[config.mk]
export PLATFORM = sky130hd
export DESIGN_NAME = car_draw_ctrl
export DESIGN_NICKNAME = d
export VERILOG_FILES = /design/src/rtl/car_draw_ctrl.sv
export SDC_FILE = /design/constraint.sdc
export NUM_CORES = 1
export LEC_CHECK = 0
export ABC_AREA = 1
export CORE_MARGIN = 1
export CORE_UTILIZATION = 35
export DETAILED_ROUTE_END_ITERATION = 10
export GPL_ROUTABILITY_DRIVEN = 0
export PLACE_DENSITY = 0.6
export SYNTH_ARGS = -nofsm -noshare
export SYNTH_HDL_FRONTEND = slang
export SYNTH_SLANG_ARGS = --single-unit
[constraint.sdc]
create_clock -name clk -period 3.6 [get_ports clk]
set_clock_uncertainty 0.1 [all_clocks]
set_input_delay 0.9 -clock clk [delete_from_list [all_inputs] [get_ports clk]]
set_output_delay 0.9 -clock clk [all_outputs]
set_load 0.1 [all_outputs]
[src/rtl/car_draw_ctrl.sv]
// Per-frame sequencer for the player car sprite: erase old position, apply steering,
// then run the sprite drawer and forward its pixel stream to the VGA adapter.
module car_draw_ctrl #(
    parameter int          SPRITE_W  = 21,
    parameter int          SPRITE_H  = 30,
    parameter logic [7:0]  X_INIT    = 8'd33,
    parameter logic [6:0]  Y_POS     = 7'd88,
    parameter logic [7:0]  X_MIN     = 8'd30,
    parameter logic [7:0]  X_MAX     = 8'd109,
    parameter logic [7:0]  STEP      = 8'd4,
    parameter logic [2:0]  BG_COLOUR = 3'b000,
    parameter logic [2:0]  TRANSP    = 3'b111
) (
    input  logic       clk,
    input  logic       reset,
    input  logic       frame_tick,
    input  logic       move_left,
    input  logic       move_right,
    output logic       spr_en,
    output logic [7:0] spr_x,
    output logic [6:0] spr_y,
    input  logic [7:0] spr_px_x,
    input  logic [6:0] spr_px_y,
    input  logic [2:0] spr_colour,
    output logic [7:0] vga_x,
    output logic [6:0] vga_y,
    output logic [2:0] vga_colour,
    output logic       plot,
    output logic       busy
);

    localparam int CW = $clog2(SPRITE_W);
    localparam int RW = $clog2(SPRITE_H);
    localparam int DW = $clog2(SPRITE_W * SPRITE_H + 1);
    localparam logic [CW-1:0] COL_LAST  = CW'(SPRITE_W - 1);
    localparam logic [RW-1:0] ROW_LAST  = RW'(SPRITE_H - 1);
    localparam logic [DW-1:0] DRAW_LAST = DW'(SPRITE_W * SPRITE_H);

    typedef enum logic [1:0] {
        IDLE,
        ERASE,
        UPDATE,
        DRAW
    } state_t;

    state_t        state_q, state_d;
    logic [7:0]    car_x_q, car_x_d;
    logic          pending_q, pending_d;
    logic [CW-1:0] col_q, col_d;
    logic [RW-1:0] row_q, row_d;
    logic [DW-1:0] draw_cnt_q, draw_cnt_d;
    logic [7:0]    px_x_q;
    logic [6:0]    px_y_q;
    logic [7:0]    vga_x_q, vga_x_d;
    logic [6:0]    vga_y_q, vga_y_d;
    logic [2:0]    vga_colour_q, vga_colour_d;

    // Clamp comparisons are done in 9 bits so car_x +/- STEP never wraps.
    logic [8:0] car_x_9;
    logic [8:0] left_limit_9;
    logic [8:0] right_sum_9;

    assign car_x_9      = {1'b0, car_x_q};
    assign left_limit_9 = {1'b0, X_MIN} + {1'b0, STEP};
    assign right_sum_9  = car_x_9 + {1'b0, STEP};

    always_comb begin
        state_d      = state_q;
        car_x_d      = car_x_q;
        pending_d    = pending_q;
        col_d        = col_q;
        row_d        = row_q;
        draw_cnt_d   = draw_cnt_q;
        vga_x_d      = vga_x_q;
        vga_y_d      = vga_y_q;
        vga_colour_d = vga_colour_q;
        spr_en       = 1'b0;
        plot         = 1'b0;

        case (state_q)
            IDLE: begin
                if (pending_q) begin
                    state_d   = ERASE;
                    pending_d = 1'b0;
                end
            end
            ERASE: begin
                plot         = 1'b1;
                vga_x_d      = car_x_q + 8'(col_q);
                vga_y_d      = Y_POS + 7'(row_q);
                vga_colour_d = BG_COLOUR;
                if (col_q == COL_LAST) begin
                    col_d = '0;
                    if (row_q == ROW_LAST) begin
                        row_d   = '0;
                        state_d = UPDATE;
                    end else begin
                        row_d = row_q + 1'b1;
                    end
                end else begin
                    col_d = col_q + 1'b1;
                end
            end
            UPDATE: begin
                if (move_left && !move_right) begin
                    car_x_d = (car_x_9 >= left_limit_9) ? car_x_q - STEP : X_MIN;
                end else if (move_right && !move_left) begin
                    car_x_d = (right_sum_9 <= {1'b0, X_MAX}) ? car_x_q + STEP : X_MAX;
                end
                draw_cnt_d = '0;
                state_d    = DRAW;
            end
            DRAW: begin
                spr_en = 1'b1;
                // First draw cycle has no ROM data yet; afterwards pixels lag the address by one.
                if (draw_cnt_q != '0) begin
                    vga_x_d      = px_x_q;
                    vga_y_d      = px_y_q;
                    vga_colour_d = spr_colour;
                    plot         = (spr_colour != TRANSP);
                end
                if (draw_cnt_q == DRAW_LAST) begin
                    draw_cnt_d = '0;
                    state_d    = IDLE;
                end else begin
                    draw_cnt_d = draw_cnt_q + 1'b1;
                end
            end
            default: state_d = IDLE;
        endcase

        if (frame_tick) begin
            pending_d = 1'b1;
        end
    end

    always_ff @(posedge clk or negedge reset) begin
        if (!reset) begin
            state_q      <= IDLE;
            car_x_q      <= X_INIT;
            pending_q    <= 1'b1;
            col_q        <= '0;
            row_q        <= '0;
            draw_cnt_q   <= '0;
            px_x_q       <= '0;
            px_y_q       <= '0;
            vga_x_q      <= '0;
            vga_y_q      <= '0;
            vga_colour_q <= '0;
        end else begin
            state_q      <= state_d;
            car_x_q      <= car_x_d;
            pending_q    <= pending_d;
            col_q        <= col_d;
            row_q        <= row_d;
            draw_cnt_q   <= draw_cnt_d;
            px_x_q       <= spr_px_x;
            px_y_q       <= spr_px_y;
            vga_x_q      <= vga_x_d;
            vga_y_q      <= vga_y_d;
            vga_colour_q <= vga_colour_d;
        end
    end

    assign vga_x      = vga_x_d;
    assign vga_y      = vga_y_d;
    assign vga_colour = vga_colour_d;
    assign spr_x      = car_x_q;
    assign spr_y      = Y_POS;
    assign busy       = (state_q != IDLE);

endmodule

==> metrics.yaml <==
floorplan:
  std_cell_rows: 36
  dieHeight_um: 102
  die_x_um: 102
  initial_core_util: 0.361
  core_um2: 9730
  die-area_um2: 10400
  num_io_pins: 59
logic_synthesis:
  yosys_most_used_dff: "dfrtp_1"
  synth_area_leaders: "dfrtp_1, nand2_1, nand3_1"
  postSynthCellCount: 417
  async_reset_ff_frac: 1.00
  postSynthAreaPerCell_um2: 8.42
  ys.warnings.count: 0
  synth_enable_flop_cells: 0
  synthTopCellsByCount: "nand2_1, dfrtp_1, nand3_1"
  synth.most_common_cell: "nand2_1"
  ys_seq_elements: 64
  ys_types: 34
  yosysSeqAreaShare: 0.457
  syn_area_um2: 3510
  synth_top_area_cell: "dfrtp_1"
  synth_top_cell_area_share: 0.435
timing:
  hold_viol: 0
  rsz0062_at_grt: "false"
  worst_pin_slew_ns: 0.764
  drv_slew: 0
  period_needed_ns: 3.30
  timing.final.crit_share: 0.917
  final.setup.tns_ns: 0
  setup-violations-final: 0
  slew_headroom: 0.490
  fmax_mhz: 303
  whs_ns: 0.411
critical_path:
  cp.required_ns: 2.60
  rrSetupSlack_ns: 1.61
  r2r_start: "spr_x[2]$_DFFE_PN0P_"
  reg2reg_to: "vga_x_q[3]$_DFF_PN0_"
  cp-end-kind: "primary output"
  worst_setup_path_start_kind: "register"
  rr_worst_depth: 6
  crit_type: "register to primary output"
  crit_fanout: 8
  worstPathArrival_ns: 2.30
cells_and_area:
  final_cells: 610
  final_nets: 518
  antenna_cells: 0
  layout-drive-gt1-share: 0.161
  area_growth_pct: 30.6
  final_util: 0.471
route:
  post_drt_wl_per_cell_um: 13.5
  viasPerCell: 4.76
  drt-pass1-iter-count: 6
  drcViolationCount: 0
  ant_nets: 0
  routed_wirelength_mm: 8.21
  vias: 2902
  drt_iter0_markers: 89
grt:
  grt_max_degree: 33
  grt_use_total: 0.178
  grt_pass1_vias: 2906
  antenna_found_initial: 0
  grt_overflow: 0
  grt_pass1_wl_mm: 14.1
hold_path:
  min_path_cells: 1
  hold_path_class: "register to register"
  min_to: "col_q[3]$_DFFE_PN0P_"
  min-delay-start: "col_q[3]$_DFFE_PN0P_"
placed_design:
  portBuffers: 51
  dp_cells: 594
  post-dp-hpwl_mm: 6.13
clocking:
  cts_root_buf: "clkbuf_8"
  path_clk_slew_ns: 0.07
  cts_tree: "yes"
  cts_buffer_depth: 2
  numCtsBuffers: 9
  insertion_delay_ns: 0.36
  cts.sinks: 64
  htreeDepth: 3
status:
  status: "completed"
run:
  cap_viol_max_count: 0
==> critical path, cell delays in order (launching register included) <==
cell	delay, ns
dfrtp_2	0.47
ha_1	0.40
a21oi_1	0.21
nand2_1	0.11
or2_2	0.29
nand3_1	0.09
nand3_1	0.17
buf_12	0.21
==> worst max-delay path by stage <==
| stage | start | endpoint | slack (ns) |
|---|---|---|---|
| floorplan | spr_x[0]$_DFFE_PN1P_ | vga_x[2] | -0.16 |
| global placement | state_q[1]$_DFFE_PN0P_ | vga_x[2] | 0.61 |
| detailed placement | state_q[1]$_DFFE_PN0P_ | vga_x[4] | 0.56 |
| CTS | state_q[1]$_DFFE_PN0P_ | vga_x[4] | 0.15 |
| global route | spr_x[2]$_DFFE_PN0P_ | vga_x[3] | 0.13 |
| finish | spr_x[2]$_DFFE_PN0P_ | vga_x[3] | 0.30 |
==> kinds of logic (layout without fill, tap and decap cells) <==
kind of cell | after synthesis | in the layout | share of synthesized area
simple gates | 207 | 207 | 0.272
buf+inv | 65 | 120 | 0.0827
flops | 64 | 64 | 0.457
compound gates | 45 | 45 | 0.0748
fa+ha+maj | 23 | 23 | 0.0841
xor+xnor | 11 | 11 | 0.0274
other cells | 2 | 7 | 0.00214
==> metrics by stage <==
stage | worst slack [ns] | instance area, µm²
global route | 0.131 | 4590
finish | 0.298 | 4590
CTS | 0.147 | 4580
global placement | 0.611 | 4330
floorplan | -0.159 | 3570
detailed placement | 0.563 | 4330
==> per-layer routing <==
metal  part of all wire  up-vias  GRT usage
met5                  0        -          0
met4              0.012        0     0.0527
met3              0.045       11     0.0506
met2               0.47       68      0.292
met1               0.47     1363      0.229
li1                   -     1460          -
==> cells in the final DEF (no fill, tap or decap), drive strengths merged <==
| cell | count |
|---|---|
| a21boi | 1 |
| a21o | 2 |
| a21oi | 10 |
| a31oi | 1 |
| buf | 34 |
| bufinv | 3 |
| clkbuf | 11 |
| clkdlybuf4s50 | 21 |
| clkinv | 1 |
| clkinvlp | 1 |
| conb | 7 |
| dfrtp | 61 |
| dfstp | 3 |
| fa | 1 |
| ha | 22 |
| inv | 49 |
| nand2 | 103 |
| nand3 | 60 |
| nand4 | 12 |
| nor2 | 24 |
| nor3 | 5 |
| o211ai | 8 |
| o21a | 1 |
| o21ai | 17 |
| o22ai | 5 |
| or2 | 3 |
| xnor2 | 3 |
| xor2 | 8 |
==> registers in the layout, indices dropped and copies added, names as in the netlist <==
name / count
state_q: 2
pending_q: 1
px_x_q: 8
px_y_q: 7
draw_cnt_q: 10
row_q: 5
spr_x: 8
vga_y_q: 7
vga_x_q: 8
col_q: 5
vga_colour_q: 3
==> final cells by class <==
type	instances	area, µm²
well taps	133	166
inverters	49	184
flip-flops and latches	64	1610
multi-input cells	293	1670
repair buffers	55	701
clock buffers	11	151
clock inverters	5	103
fillers	971	5140
==> what timing repair did <==
action / in CTS / in global routing
buffers inserted: 0 / 0
setup endpoints to repair: 0 / 5
hold buffers: 0 / 0
hold endpoints to repair: 0 / 0
resized for setup: 0 / 1
Power is not shown: default switching activity piles up to over one toggle a cycle in this logic, so the estimate is an artifact.
